File: src/rtl/bus_pkg.sv
// Shared bus-datapath definitions: source/destination index map, request opcodes,
// sequencer states and the request legality rules.
package bus_pkg;

    localparam int unsigned NSRC_DEF = 32;
    localparam int unsigned FNW_DEF  = 5;
    localparam int unsigned IDX_W    = 5;

    // Bus encoder index map
    localparam logic [IDX_W-1:0] R0     = 5'd0;
    localparam logic [IDX_W-1:0] R1     = 5'd1;
    localparam logic [IDX_W-1:0] R2     = 5'd2;
    localparam logic [IDX_W-1:0] R3     = 5'd3;
    localparam logic [IDX_W-1:0] R4     = 5'd4;
    localparam logic [IDX_W-1:0] R5     = 5'd5;
    localparam logic [IDX_W-1:0] R6     = 5'd6;
    localparam logic [IDX_W-1:0] R7     = 5'd7;
    localparam logic [IDX_W-1:0] R8     = 5'd8;
    localparam logic [IDX_W-1:0] R9     = 5'd9;
    localparam logic [IDX_W-1:0] R10    = 5'd10;
    localparam logic [IDX_W-1:0] R11    = 5'd11;
    localparam logic [IDX_W-1:0] R12    = 5'd12;
    localparam logic [IDX_W-1:0] R13    = 5'd13;
    localparam logic [IDX_W-1:0] R14    = 5'd14;
    localparam logic [IDX_W-1:0] R15    = 5'd15;
    localparam logic [IDX_W-1:0] HI     = 5'd16;
    localparam logic [IDX_W-1:0] LO     = 5'd17;
    localparam logic [IDX_W-1:0] ZHI    = 5'd18;
    localparam logic [IDX_W-1:0] ZLO    = 5'd19;
    localparam logic [IDX_W-1:0] PC     = 5'd20;
    localparam logic [IDX_W-1:0] MDR    = 5'd21;
    localparam logic [IDX_W-1:0] INPORT = 5'd22;
    localparam logic [IDX_W-1:0] CSEXT  = 5'd23;

    typedef enum logic [1:0] {
        OP_MOVE     = 2'd0,
        OP_ALU      = 2'd1,
        OP_ALU_WIDE = 2'd2,
        OP_ILLEGAL  = 2'd3
    } req_op_e;

    typedef enum logic [2:0] {
        S_IDLE  = 3'd0,
        S_MOVE  = 3'd1,
        S_ALU_A = 3'd2,
        S_ALU_B = 3'd3,
        S_WB_LO = 3'd4,
        S_WB_HI = 3'd5,
        S_ERR   = 3'd6
    } state_e;

    function automatic logic src_ok(input logic [IDX_W-1:0] idx);
        return idx <= CSEXT;
    endfunction

    // Only true registers may be loaded; Z halves, InPort and C_sign_ext are read-only
    function automatic logic dst_ok(input logic [IDX_W-1:0] idx);
        return (idx <= LO) || (idx == PC) || (idx == MDR);
    endfunction

    function automatic logic req_legal(input req_op_e op, input logic [IDX_W-1:0] src_a,
                                       input logic [IDX_W-1:0] src_b, input logic [IDX_W-1:0] dst);
        logic ok;
        ok = (op != OP_ILLEGAL) && src_ok(src_a);
        if (op != OP_MOVE)     ok = ok && src_ok(src_b);
        if (op != OP_ALU_WIDE) ok = ok && dst_ok(dst);
        return ok;
    endfunction

endpackage

File: src/rtl/onehot_dec.sv
// Index-to-one-hot decoder with enable; all-zero output when disabled.
module onehot_dec #(
    parameter int unsigned N = 32,
    parameter int unsigned W = 5
) (
    input  logic         en_i,
    input  logic [W-1:0] idx_i,
    output logic [N-1:0] dec_o
);

    assign dec_o = en_i ? (N'(1) << idx_i) : '0;

endmodule

File: src/rtl/bus_transfer_sequencer.sv
// Expands one register-transfer request at a time into per-cycle bus source,
// register load and Y/Z strobes, with at most one bus driver per cycle.
module bus_transfer_sequencer
    import bus_pkg::*;
#(
    parameter int unsigned NSRC = NSRC_DEF,
    parameter int unsigned FNW  = FNW_DEF
) (
    input  logic            clk,
    input  logic            clr,
    input  logic            req_valid,
    output logic            req_ready,
    input  logic [1:0]      req_op,
    input  logic [4:0]      req_src_a,
    input  logic [4:0]      req_src_b,
    input  logic [4:0]      req_dst,
    input  logic [FNW-1:0]  req_fn,
    output logic [NSRC-1:0] bus_out_en,
    output logic [NSRC-1:0] reg_in_en,
    output logic            y_in,
    output logic            z_in,
    output logic [FNW-1:0]  alu_fn,
    output logic            done,
    output logic            err
);

    state_e           state_q, state_d;
    req_op_e          op_q, op_d;
    logic [IDX_W-1:0] src_a_q, src_a_d, src_b_q, src_b_d, dst_q, dst_d;
    logic [FNW-1:0]   fn_q, fn_d;

    logic [IDX_W-1:0] bus_idx_d, reg_idx_d;
    logic             bus_vld_d, reg_vld_d;
    logic [NSRC-1:0]  bus_en_d, reg_en_d;
    logic             ready_d, y_d, z_d, done_d, err_d;
    logic [FNW-1:0]   alu_fn_d;

    // Next state and request capture
    always_comb begin
        state_d = state_q;
        op_d    = op_q;
        src_a_d = src_a_q;
        src_b_d = src_b_q;
        dst_d   = dst_q;
        fn_d    = fn_q;
        unique case (state_q)
            S_IDLE: begin
                if (req_valid) begin
                    op_d    = req_op_e'(req_op);
                    src_a_d = req_src_a;
                    src_b_d = req_src_b;
                    dst_d   = req_dst;
                    fn_d    = req_fn;
                    if (!req_legal(req_op_e'(req_op), req_src_a, req_src_b, req_dst))
                        state_d = S_ERR;
                    else if (req_op_e'(req_op) == OP_MOVE)
                        state_d = S_MOVE;
                    else
                        state_d = S_ALU_A;
                end
            end
            S_ALU_A: state_d = S_ALU_B;
            S_ALU_B: state_d = S_WB_LO;
            S_WB_LO: state_d = (op_q == OP_ALU_WIDE) ? S_WB_HI : S_IDLE;
            S_MOVE, S_WB_HI, S_ERR: state_d = S_IDLE;
            default: state_d = S_IDLE;
        endcase
    end

    // Outputs are decoded from the upcoming state so they can be registered without added latency
    always_comb begin
        bus_idx_d = '0;
        bus_vld_d = 1'b0;
        reg_idx_d = '0;
        reg_vld_d = 1'b0;
        ready_d   = 1'b0;
        y_d       = 1'b0;
        z_d       = 1'b0;
        alu_fn_d  = '0;
        done_d    = 1'b0;
        err_d     = 1'b0;
        unique case (state_d)
            S_IDLE: ready_d = 1'b1;
            S_MOVE: begin
                bus_idx_d = src_a_d;
                bus_vld_d = 1'b1;
                reg_idx_d = dst_d;
                reg_vld_d = 1'b1;
                done_d    = 1'b1;
            end
            S_ALU_A: begin
                bus_idx_d = src_a_d;
                bus_vld_d = 1'b1;
                y_d       = 1'b1;
            end
            S_ALU_B: begin
                bus_idx_d = src_b_d;
                bus_vld_d = 1'b1;
                alu_fn_d  = fn_d;
                z_d       = 1'b1;
            end
            S_WB_LO: begin
                bus_idx_d = ZLO;
                bus_vld_d = 1'b1;
                reg_idx_d = (op_d == OP_ALU_WIDE) ? LO : dst_d;
                reg_vld_d = 1'b1;
                done_d    = (op_d != OP_ALU_WIDE);
            end
            S_WB_HI: begin
                bus_idx_d = ZHI;
                bus_vld_d = 1'b1;
                reg_idx_d = HI;
                reg_vld_d = 1'b1;
                done_d    = 1'b1;
            end
            S_ERR:   err_d = 1'b1;
            default: ready_d = 1'b0;
        endcase
    end

    onehot_dec #(.N(NSRC), .W(IDX_W)) u_bus_dec (
        .en_i  (bus_vld_d),
        .idx_i (bus_idx_d),
        .dec_o (bus_en_d)
    );

    onehot_dec #(.N(NSRC), .W(IDX_W)) u_reg_dec (
        .en_i  (reg_vld_d),
        .idx_i (reg_idx_d),
        .dec_o (reg_en_d)
    );

    always_ff @(posedge clk) begin
        if (clr) begin
            state_q    <= S_IDLE;
            op_q       <= OP_MOVE;
            src_a_q    <= '0;
            src_b_q    <= '0;
            dst_q      <= '0;
            fn_q       <= '0;
            req_ready  <= 1'b1;
            bus_out_en <= '0;
            reg_in_en  <= '0;
            y_in       <= 1'b0;
            z_in       <= 1'b0;
            alu_fn     <= '0;
            done       <= 1'b0;
            err        <= 1'b0;
        end else begin
            state_q    <= state_d;
            op_q       <= op_d;
            src_a_q    <= src_a_d;
            src_b_q    <= src_b_d;
            dst_q      <= dst_d;
            fn_q       <= fn_d;
            req_ready  <= ready_d;
            bus_out_en <= bus_en_d;
            reg_in_en  <= reg_en_d;
            y_in       <= y_d;
            z_in       <= z_d;
            alu_fn     <= alu_fn_d;
            done       <= done_d;
            err        <= err_d;
        end
    end

endmodule

File: config.mk
export PLATFORM = sky130hd
export DESIGN_NAME = bus_transfer_sequencer
export DESIGN_NICKNAME = d
export VERILOG_FILES = /design/src/rtl/bus_pkg.sv /design/src/rtl/onehot_dec.sv /design/src/rtl/bus_transfer_sequencer.sv
export SDC_FILE = /design/constraint.sdc
export NUM_CORES = 1
export LEC_CHECK = 0
export ABC_AREA = 0
export CAP_MARGIN = 30
export CELL_PAD_IN_SITES_DETAIL_PLACEMENT = 0
export CELL_PAD_IN_SITES_GLOBAL_PLACEMENT = 1
export CORE_ASPECT_RATIO = 1.5
export CORE_MARGIN = 3
export CORE_UTILIZATION = 35
export DETAILED_ROUTE_END_ITERATION = 6
export PLACE_DENSITY_LB_ADDON = 0.2
export SYNTH_ARGS = -nofsm -noshare
export SYNTH_HDL_FRONTEND = slang
export SYNTH_SLANG_ARGS = --single-unit
File: constraint.sdc
create_clock -name clk -period 3.1 [get_ports clk]
set_input_delay 0.31 -clock clk [delete_from_list [all_inputs] [get_ports clk]]
set_output_delay 0.31 -clock clk [all_outputs]
set_load 0.02 [all_outputs]
Word level (Yosys, flattened, before mapping). Cells that the tools add are included.

Order comparisons: 3. Eq/ne operators: 16. Shift operators: 2. Muxes and demuxes: 31. Bitwise operators: 3. Reductions and logical operators: 16.

Operators by type and width (count): 1-bit by 5-bit left shift with 32-bit output, first input constant (2); 5-bit two-way mux (9); 5-bit one-hot mux with 4 select lines (1); 5-bit less-or-equal comparator, second input constant (3); 5-bit one-hot mux with 3 select lines (1); 3-bit by 2-bit equality test with 1-bit output, second input constant (4); 3-bit equality test, second input constant (4); 1-bit two-way mux (12); 3-bit one-hot mux with 4 select lines (1); 5-bit equality test, second input constant (2); 2-bit OR reduction (5); 3-bit two-way mux (3); 3-bit zero test (2); 2-bit two-way mux (3); 2-bit != test, second input constant (3); 5-bit OR reduction (1); 2-bit equality test, second input constant (2); 3-bit by 1-bit equality test with 1-bit output, second input constant (1); 1-bit logical AND (3); 1-bit inverter (3); 3-bit OR reduction (1); 2-bit zero test (1); 1-bit logical OR (2); 1-bit one-hot mux with 2 select lines (1); 2-bit nonzero test (1).

Bits in registers: 99. Input port bits: 25. Output and inout bits: 74. Logic and storage cells: 85.

Logic depth before layout (Yosys ltp).
Depth after elaboration: 18. Mapped depth: 8.

Cells and area by module. A second synthesis with hierarchy kept.

Cells, all modules: 394. Area total of the unflattened synthesis: 3634.7 um2.

By module, submodules not included: bus_transfer_sequencer (times used 1, cells each 300, area each 3166.8 um2, seq. area each 1981.9 um2); onehot_dec (times used 2, cells each 47, area each 234.0 um2, seq. area each 0.0 um2).

Worst setup path before layout. Ideal clock, no wire load.

Path type: reg2reg. From: register state_q[1]. To: register bus_out_en[6]. Setup time: 0.088 ns. Data arrival time: 2.115 ns. Data required time: 3.012 ns. Setup slack: 0.897 ns. Stages on the path, launching flop included: 9. Clock period less this slack: 2.203 ns. Path through: dfxtp_1 -> or4b_1 -> buf_2 -> a2111oi_4 -> nand2_2 -> and3_1 -> buf_6 -> buf_6 -> nor4_4.

Longest elaborated chain between the ends: 7.

RTL lines: start: declaration (RTL line bus_transfer_sequencer.sv:27) `state_e state_q, state_d;`; start signal: assignment (RTL line bus_transfer_sequencer.sv:150) `state_q <= state_d;`; 3-bit equality test (tied with other cells) (RTL line bus_transfer_sequencer.sv:46) `unique case (state_q)`; 3-bit one-hot mux with 4 select lines (RTL line bus_transfer_sequencer.sv:46); 3-bit by 2-bit equality test with 1-bit output (tied with other cells) (RTL line bus_transfer_sequencer.sv:82) `unique case (state_d)`; 5-bit OR reduction (no source line); 1-bit two-way mux (RTL line bus_transfer_sequencer.sv:82); 1-bit inverter (no source line); 2-bit OR reduction (no source line); end signal: assignment (RTL line bus_transfer_sequencer.sv:157) `bus_out_en <= bus_en_d;`; end: declaration (RTL line bus_transfer_sequencer.sv:18) `output logic [NSRC-1:0] bus_out_en,`.

Parallel ways exist; a longest one is shown, timed or not. A chain may end at the register's enable or synchronous reset.

Final worst setup path.
From: register state_q[0]. To: register reg_in_en[10].

Longest elaborated chain between the ends: 7.

RTL lines: 3-bit equality test (tied with other cells) (RTL line bus_transfer_sequencer.sv:46); 3-bit one-hot mux with 4 select lines (RTL line bus_transfer_sequencer.sv:46); 3-bit equality test / 3-bit by 1-bit equality test with 1-bit output (equally long branches) (RTL line bus_transfer_sequencer.sv:82); 3-bit OR reduction (no source line); 1-bit two-way mux (RTL line bus_transfer_sequencer.sv:82); 1-bit inverter (no source line); 2-bit OR reduction (no source line); end signal: assignment (RTL line bus_transfer_sequencer.sv:158) `reg_in_en <= reg_en_d;`; end: declaration (RTL line bus_transfer_sequencer.sv:19) `output logic [NSRC-1:0] reg_in_en,`.

Parallel ways exist; a longest one is shown, timed or not.

==> reports/qor.yml <==
floorplanning:
  ios: 99
  die_h_um: 125
  start_util_pct: 36.6
  rows: 42
  coreArea_um2: 9040
  die_x_um: 85.4
  dieArea_um2: 10700
logic_synthesis:
  synth-seq-cells: 94
  synth_xor_xnor_area_share_pct: 0
  yosys_warnings: 0
  synth_edf_count: 0
  synth-compound-area-share_pct: 12.4
  yosysSeqAreaShare_pct: 56.9
  synth.mux.area_fraction_pct: 0.718
  async_flop_share_pct: 0
  synthSimpleGateAreaFrac_pct: 26.5
  synth_top_flop_cell: "dfxtp_1"
  synth_area_per_cell_um2: 9.85
  syn-instance-count: 336
  synth_nets: 361
  synth_top_family_by_area: "simple AND/OR/NAND/NOR gates"
  ys_types: 46
  synth.cell_area_um2: 3310
  yosys.area_share.adder_pct: 0.302
timing:
  hold_viol_final: 0
  setup_violations: 0
  rsz0062_at_grt: "false"
  post-route-period-util_pct: 86.9
  finalSetupTns_ns: 0
  period_needed_ns: 2.69
  drv_slew: 0
  slew_headroom_pct: 51.9
  fmax_mhz: 371
  whs_ns: 0.455
  skew_ns: 0.00604
  tightest_slew_ns: 0.721
clocking:
  worstSkewPairLatency_ns: 0.34
  cts_made_buffers: 9
  ctsHtreeMaxLevel: 3
  cts_resized: 0
  cts_sinks: 94
  cts_buffer_depth: 2
  cts_root_buf: "clkbuf_16"
  clk_pin_slew_ns: 0.06
  post-cts-setup-buffers: 0
  hold_buffers: 0
  tritoncts: "done"
placement:
  gp_congestion: 0.816
  dp_hpwl_um: 6420
  port_buffers: 98
  place_inst: 541
global_routing:
  grt_pass1_vias: 2747
  grt_max_degree: 21
  grt_pass1_wl_um: 14000
  grtUsageMet1_pct: 20.6
  antenna_found_initial: 0
  use_met2_pct: 27.3
  busiest_layer: "met2"
  grt_usage_pct: 16.7
  gr-total-overflow: 0
  met3_usage_pct: 4.54
worst_setup_path:
  required_ns: 3.31
  worstSetupStartpointType: "register"
  cp-end-kind: "register"
  cp_max_fo: 20
  crit_arrival_ns: 2.91
  critPathKind: "register to register"
  rr_worst_depth: 7
routing:
  vias: 2825
  vias_per_cell: 5.07
  ant_nets: 0
  drtPass1Iterations: 4
  drc_errors: 0
  drt_iter0_drc: 140
  wl_per_cell_um: 15.3
  wirelength_um: 8540
cells_and_area:
  final_util_pct: 52.4
  area_delta_synth_final_pct: 43.2
  diodes: 0
  layoutNonFillerInstCount: 557
  layout.cells.most_common: "clkdlybuf4s50_1"
  drive_gt1_share_pct: 9.62
  layout_common_cells: "98 x clkdlybuf4s50_1, 94 x dfxtp_1, 40 x nand2_1, 40 x nor3_1, 25 x a21oi_1"
  final_nets: 467
  multi_input_area_um2: 1320
  seqCellArea_um2: 1880
  fillers: 856
flow_run:
  maxCapViolations: 0
pwr:
  power.total_mw: 2.90
  cellPowerDensity_nw_per_um2: 611
  cellLeakagePower_nw: 1.72
  vdd_drop_max_uv: 344
run_status:
  status: "complete, no violations"
hold_path:
  whs_path_depth: 2
  hp-class: "register to register"
-- synth_stat cells (7+ instances only) --
cell | number | area [um^2]
nor3_1 | 40 | 200
nand2_1 | 40 | 150
and2_1 | 9 | 56.3
nand3_1 | 7 | 35.0
a21oi_1 | 25 | 125
nor4_1 | 16 | 100
buf_2 | 7 | 35.0
dfxtp_1 | 94 | 1880
and3_1 | 12 | 75.1
nand2b_1 | 9 | 56.3
clkbuf_1 | 9 | 33.8
nor2_1 | 8 | 30.0
-- final timing paths --
kind	start	slack (ns)	end
max	state_q[0]$_SDFF_PP0_	0.41	reg_in_en[10]$_SDFF_PP0_
min	fn_q[1]$_SDFF_PP0_	0.46	fn_q[1]$_SDFF_PP0_
max reg2reg	state_q[0]$_SDFF_PP0_	0.41	reg_in_en[10]$_SDFF_PP0_
min reg2reg	fn_q[1]$_SDFF_PP0_	0.46	fn_q[1]$_SDFF_PP0_
-- kinds of logic (layout without fill, tap and decap cells) --
family                     count (synthesis)  count (layout)
DFF                                       94              94
buffers and inverters                     22             133
and+or+nand+nor                          158             158
muxes                                      2               2
AOI/OAI and AO/OA                         59              59
adders and majority gates                  1               1
-- per-layer routing --
layer  part of all wire, %  vias to the layer above
met1                    42                     1319
met4                   1.7                        0
met2                    50                       81
met3                   5.6                       11
met5                     0                        -
li1                      -                     1414
-- worst max-delay path, cell delays in order (launching register included) --
cell      delay [ns]
dfxtp_1         0.63
or4b_1          0.28
buf_4           0.27
nand2_1         0.10
a21oi_1         0.25
o211ai_1        0.24
a21o_1          0.38
nor4_1          0.41
-- per-stage QoR --
step	worst slack (ns)	cell area [um^2]
2_1_floorplan	0.897	3310
3_3_place_gp	0.262	4450
3_5_place_dp	0.234	4450
4_1_cts	0.447	4740
5_1_grt	0.182	4740
6_report	0.407	4740
-- sequential cells by signal (all words and copies together) (netlist names) --
signal      cells
req_ready       1
y_in            1
done            1
dst_q           5
src_b_q         5
z_in            1
reg_in_en      32
fn_q            5
state_q         3
bus_out_en     32
op_q            2
err             1
alu_fn          5
-- final cells by class --
| class | count | area share, % |
|---|---|---|
| Clock buffer | 10 | 4.83 |
| Multi-Input combinational cell | 220 | 27.9 |
| Tap cell | 110 | 2.90 |
| Sequential cell | 94 | 39.7 |
| Timing Repair Buffer | 113 | 23.1 |
| Inverter | 4 | 0.317 |
| Clock inverter | 6 | 1.29 |
-- where the power goes --
group | leakage, nW | switching [mW] | internal [mW]
Clock | 0.143 | 0.449 | 0.623
Sequential | 0.761 | 0.0333 | 1.26
Combinational | 0.818 | 0.333 | 0.200
Total | 1.72 | 0.815 | 2.08
No activity file was read; power rests on OpenSTA's default activity.
